File: src/rtl/mux_nto1_seq.sv
// mux_nto1_seq: registered N:1 source-select stage.
// Channel changes are break-before-make: the output is blanked for exactly one
// cycle (out_valid low, out zero) before data from the new channel appears.
// Manual mode switches on a sel_load strobe. Scan mode steps round-robin
// through the channels, staying max(dwell,1) valid cycles on each one.
// The FSM state is visible internally as state_q (RUN / BLANK).
module mux_nto1_seq #(
   parameter int WIDTH = 8,
   parameter int NCH   = 4,
   parameter int SELW  = $clog2(NCH),
   parameter int CNTW  = 8
) (
   input  logic                  clk,
   input  logic                  rst,
   input  logic [NCH*WIDTH-1:0]  in_data,
   input  logic                  mode,
   input  logic [SELW-1:0]       sel_req,
   input  logic                  sel_load,
   input  logic [CNTW-1:0]       dwell,
   output logic [WIDTH-1:0]      out,
   output logic                  out_valid,
   output logic [SELW-1:0]       sel_cur,
   output logic                  switch_done,
   output logic                  sel_err
);

   typedef enum logic {RUN = 1'b0, BLANK = 1'b1} state_t;

   localparam int              NSLOT = 2 ** SELW;
   localparam logic [SELW:0]   NCH_X = (SELW + 1)'(NCH);
   localparam logic [SELW-1:0] LAST  = SELW'(NCH - 1);

   state_t            state_q, state_d;
   logic [SELW-1:0]   pending_q, pending_d;
   logic [SELW-1:0]   sel_cur_q, sel_cur_d;
   logic [WIDTH-1:0]  out_q, out_d;
   logic              out_valid_q, out_valid_d;
   logic              switch_done_q, switch_done_d;
   logic              sel_err_q, sel_err_d;
   logic [CNTW-1:0]   cnt_q, cnt_d;
   logic              mode_q, mode_d;

   logic [WIDTH-1:0]  ch [NSLOT];
   logic [CNTW-1:0]   dwell_eff;
   logic              mode_chg;
   logic              req_bad;
   logic              cnt_hit;
   logic [SELW-1:0]   next_ch;

   // Unpack the channel bus; unused slots (non power-of-two NCH) read as zero.
   always_comb begin
      for (int i = 0; i < NSLOT; i++) begin
         ch[i] = '0;
         if (i < NCH) ch[i] = in_data[i*WIDTH +: WIDTH];
      end
   end

   // Helper terms: effective dwell, mode edge, bad request, dwell compare, next scan channel.
   always_comb begin
      dwell_eff = (dwell == '0) ? CNTW'(1) : dwell;
      mode_chg  = (mode != mode_q);
      req_bad   = ({1'b0, sel_req} >= NCH_X);
      // >= rather than == so that shrinking dwell mid-scan switches on the next edge.
      cnt_hit   = (({1'b0, cnt_q} + (CNTW + 1)'(1)) >= {1'b0, dwell_eff});
      next_ch   = (sel_cur_q == LAST) ? '0 : sel_cur_q + SELW'(1);
   end

   // Next-state and output logic of the RUN/BLANK controller.
   always_comb begin
      state_d       = state_q;
      pending_d     = pending_q;
      sel_cur_d     = sel_cur_q;
      out_d         = ch[sel_cur_q];
      out_valid_d   = 1'b1;
      switch_done_d = 1'b0;
      sel_err_d     = 1'b0;
      cnt_d         = cnt_q;
      mode_d        = mode;
      case (state_q)
         RUN: begin
            if (!mode) begin
               if (sel_load) begin
                  if (req_bad) begin
                     sel_err_d = 1'b1;
                  end else if (sel_req != sel_cur_q) begin
                     pending_d   = sel_req;
                     out_d       = '0;
                     out_valid_d = 1'b0;
                     state_d     = BLANK;
                  end
               end
            end else if (!mode_chg) begin
               if (cnt_hit) begin
                  cnt_d       = '0;
                  pending_d   = next_ch;
                  out_d       = '0;
                  out_valid_d = 1'b0;
                  state_d     = BLANK;
               end else begin
                  cnt_d = cnt_q + CNTW'(1);
               end
            end
         end
         BLANK: begin
            // The blank always completes, whatever mode or sel_load do now.
            sel_cur_d     = pending_q;
            out_d         = ch[pending_q];
            switch_done_d = 1'b1;
            state_d       = RUN;
         end
         default: state_d = RUN;
      endcase
      if (mode_chg) cnt_d = '0;
   end

   // State registers; reset discards any pending switch.
   always_ff @(posedge clk or posedge rst) begin
      if (rst) begin
         state_q       <= RUN;
         pending_q     <= '0;
         sel_cur_q     <= '0;
         out_q         <= '0;
         out_valid_q   <= 1'b0;
         switch_done_q <= 1'b0;
         sel_err_q     <= 1'b0;
         cnt_q         <= '0;
         mode_q        <= 1'b0;
      end else begin
         state_q       <= state_d;
         pending_q     <= pending_d;
         sel_cur_q     <= sel_cur_d;
         out_q         <= out_d;
         out_valid_q   <= out_valid_d;
         switch_done_q <= switch_done_d;
         sel_err_q     <= sel_err_d;
         cnt_q         <= cnt_d;
         mode_q        <= mode_d;
      end
   end

   assign out         = out_q;
   assign out_valid   = out_valid_q;
   assign sel_cur     = sel_cur_q;
   assign switch_done = switch_done_q;
   assign sel_err     = sel_err_q;

endmodule

File: config.mk
export PLATFORM = sky130hd
export DESIGN_NAME = mux_nto1_seq
export DESIGN_NICKNAME = d
export VERILOG_FILES = /design/src/rtl/mux_nto1_seq.sv
export SDC_FILE = /design/constraint.sdc
export NUM_CORES = 1
export LEC_CHECK = 0
export BUFFER_PORTS_ARGS = -buffer_cell sky130_fd_sc_hd__buf_4
export CAP_MARGIN = 40
export CORE_MARGIN = 2
export CORE_UTILIZATION = 45
export CTS_BUF_LIST = sky130_fd_sc_hd__clkbuf_2 sky130_fd_sc_hd__clkbuf_4 sky130_fd_sc_hd__clkbuf_8
export DETAILED_ROUTE_END_ITERATION = 16
export GPL_ROUTABILITY_DRIVEN = 1
export PLACE_DENSITY = 0.72
export SYNTH_ARGS = -nofsm -noshare
export SYNTH_HDL_FRONTEND = slang
export SYNTH_SLANG_ARGS = --single-unit
File: constraint.sdc
create_clock -name clk -period 3.2 [get_ports clk]
set_input_delay 0 -clock clk [delete_from_list [all_inputs] [get_ports clk]]
set_output_delay 0 -clock clk [all_outputs]
set_load 0.01 [all_outputs]
==> results.ini <==
[finish]
layout-drive-gt1-share_pct=40.00
area_delta_synth_final_pct=31.34
instances_no_fill=268
antenna-diode-count=0
utilization_pct=63.03
final_common_cell=buf_4
final_cell_mix=buf_4, dfrtp_1, nand2_1
nNetsFinal=277

[sta]
timing.final.crit_period_ns=2.943
tns_ns=0
relSlewSlack_pct=53.75
finalCritPeriodShare_pct=91.96
tightest_slew_ns=0.6906
holdWs_ns=0.09910
fmax_mhz=339.8
hold_violations=0
rsz0062_at_grt=no
drv_slew=0
fin_skew_ns=0.008566
finalSetupViolCount=0
layout_setup_ws_ns=0.2574

[power_and_ir_drop]
ir_drop_uv=492.5
p_leak_nw=1.115
p_per_area_mw_per_mm2=628.1

[clock_network]
htreeDepth=1
cts_root_buffer=clkbuf_8
clock_sinks=24
clockBufferDepth=2
insertion_delay_ns=0.26
tritoncts=done
cts_buffers=3
clkTransAtPathRegs_ns=0.09
cts_setup_buffers=0

[place]
dp_hpwl_um=3262
io_buffers=57
gp_congestion=0.8849
dp.cells=262
dp_slack_ns=0.2587

[hold_path]
min_path_type=primary input to flop
hold_depth=4

[yosys]
synth_cell_types=36
synth_area_leaders=dfrtp_1, mux4_2, ha_1
synth_area_leader_cell=dfrtp_1
synthArstFlopShare_pct=100.0
yosysSeqAreaShare_pct=33.43
synth-main-ff-cell=dfrtp_1
synth_edf_count=0
avgSynthCellArea_sq_um=10.89
ys.warnings.count=0
synth_cells=165
syn_nets=221
synth-seq-cells=24
syn_area_sq_mm=0.001797
synth_top_area_share_pct=33.43

[critical_path]
cp-start-kind=flop
worstPathRequired_ns=3.38
cp-end-kind=flop
r2r_cells=9
crit_type=flop to flop
path_cells=ha_1 > nand3_1 > xnor2_1 > ha_1 > a21o_1 > a221o_1 > a41oi_4 > a31oi_1 > o21ai_0
slowest_stage=dfrtp_1
cp_common_cell=ha_1
path_max_fanout=8
cpPeakStageDelay_ns=0.47
arrival_ns=3.12

[routing]
ant_nets=0
postRouteWirelength_um=4102
routedWlPerCell_um=15.31
drt_pass1_iterations=4
vias=1491
via_per_inst=5.563
drc_errors=0
drtIter0Drc=29

[global_routing]
grt_usage_pct=20.93
grtUsageMet3_pct=3.333
overflow=0
grt_max_degree=22
gr-usage-met1_pct=25.41
busiest_layer=met2
antenna_found_initial=0
use_met2_pct=37.75
grt_pass1_vias=1561
grt_pass1_wl_um=7072

[run_status]
outcome=completed

[die]
die_h_um=67.19
io_pins=59
dieArea_sq_mm=0.004514
coreArea_sq_mm=0.003744
num_rows=22
start_util_pct=47.99
die_w_um=67.19

[job]
maxCapViolCount=0

[metal layers]
metal | up-vias | share of wire (%)
li1 | 707 | -
met1 | 732 | 42
met2 | 44 | 52
met3 | 8 | 4.7
met4 | 0 | 1.6
met5 | - | 0
[cells in the mapped netlist (2+ instances only)]
master	number
mux2_4	3
nor2_1	2
inv_1	14
a21o_1	3
dfrtp_1	24
nand3_1	3
ha_1	10
o21ai_0	16
clkbuf_1	4
nand2_1	20
xor2_1	4
a21oi_1	2
xnor2_1	5
buf_2	2
nand2b_1	12
mux4_2	16
nand4_1	4
mux2_2	2
buf_4	2
[flip-flops by register name (all words and copies together), names as in the netlist]
register / cells
mode_q: 1
cnt_q: 8
out_valid: 1
switch_done: 1
out: 8
state_q: 1
sel_cur: 2
pending_q: 2
[report_power, final]
part | internal (mW) | switching, mW
logic | 0.425 | 0.224
clock network | 0.167 | 0.0952
registers | 0.393 | 0.177
total | 0.986 | 0.496
[cell type report]
class                   count  area, sq um
well taps                  48        60.06
clock inverters             1        30.03
repair buffers             60        475.5
multi-input cells         118         1100
inverters                  14        52.55
flip-flops and latches     24        600.6
clock buffers               3        41.29
fillers                   317         1384
[path summary, 6_finish.rpt]
path | slack (ns) | startpoint | to
max in group asynchronous | 2.60 | rst | cnt_q[7]
worst max register to register | 0.26 | cnt_q[0] | out[5]
worst max-delay path | 0.26 | cnt_q[0] | out[5]
worst min register to register | 0.53 | cnt_q[5] | cnt_q[5]
min in group asynchronous | 0.21 | rst | cnt_q[0]
worst min-delay path | 0.1 | sel_req[0] | pending_q[0]
[worst max-delay path, delay by kind of cell, from the launching register on]
kind / cells / cell delay (ns)
fa+ha+maj: 2 / 0.63
compound gates: 5 / 1.39
simple gates: 1 / 0.14
xor+xnor: 1 / 0.22
flops: 1 / 0.47
[kinds of logic after synthesis]
| family | count (synthesis) | synth area share, % |
|---|---|---|
| xor gates and xnor gates | 9 | 4.387 |
| DFF | 24 | 33.43 |
| other | 1 | 0.2087 |
| and+or+nand+nor | 48 | 13.93 |
| buffers and inverters | 23 | 5.361 |
| AOI/OAI and AO/OA | 29 | 11.91 |
| adders and majority gates | 10 | 6.964 |
| muxes | 21 | 23.82 |
[through the flow]
step	power, mW	instance area (sq um)
3_5_place_dp	1.235	2268
5_1_grt	1.582	2360
2_1_floorplan	0.9987	1797
6_report	1.482	2360
3_3_place_gp	1.201	2241
4_1_cts	1.499	2360
[what timing repair did]
action / CTS / global route
gates resized for setup: 0 / 0
endpoints found under the hold margin: 25 / 0
hold buffers: 2 / 0
endpoints found under the setup margin: 0 / 0
No activity file was read; power rests on OpenSTA's default activity.
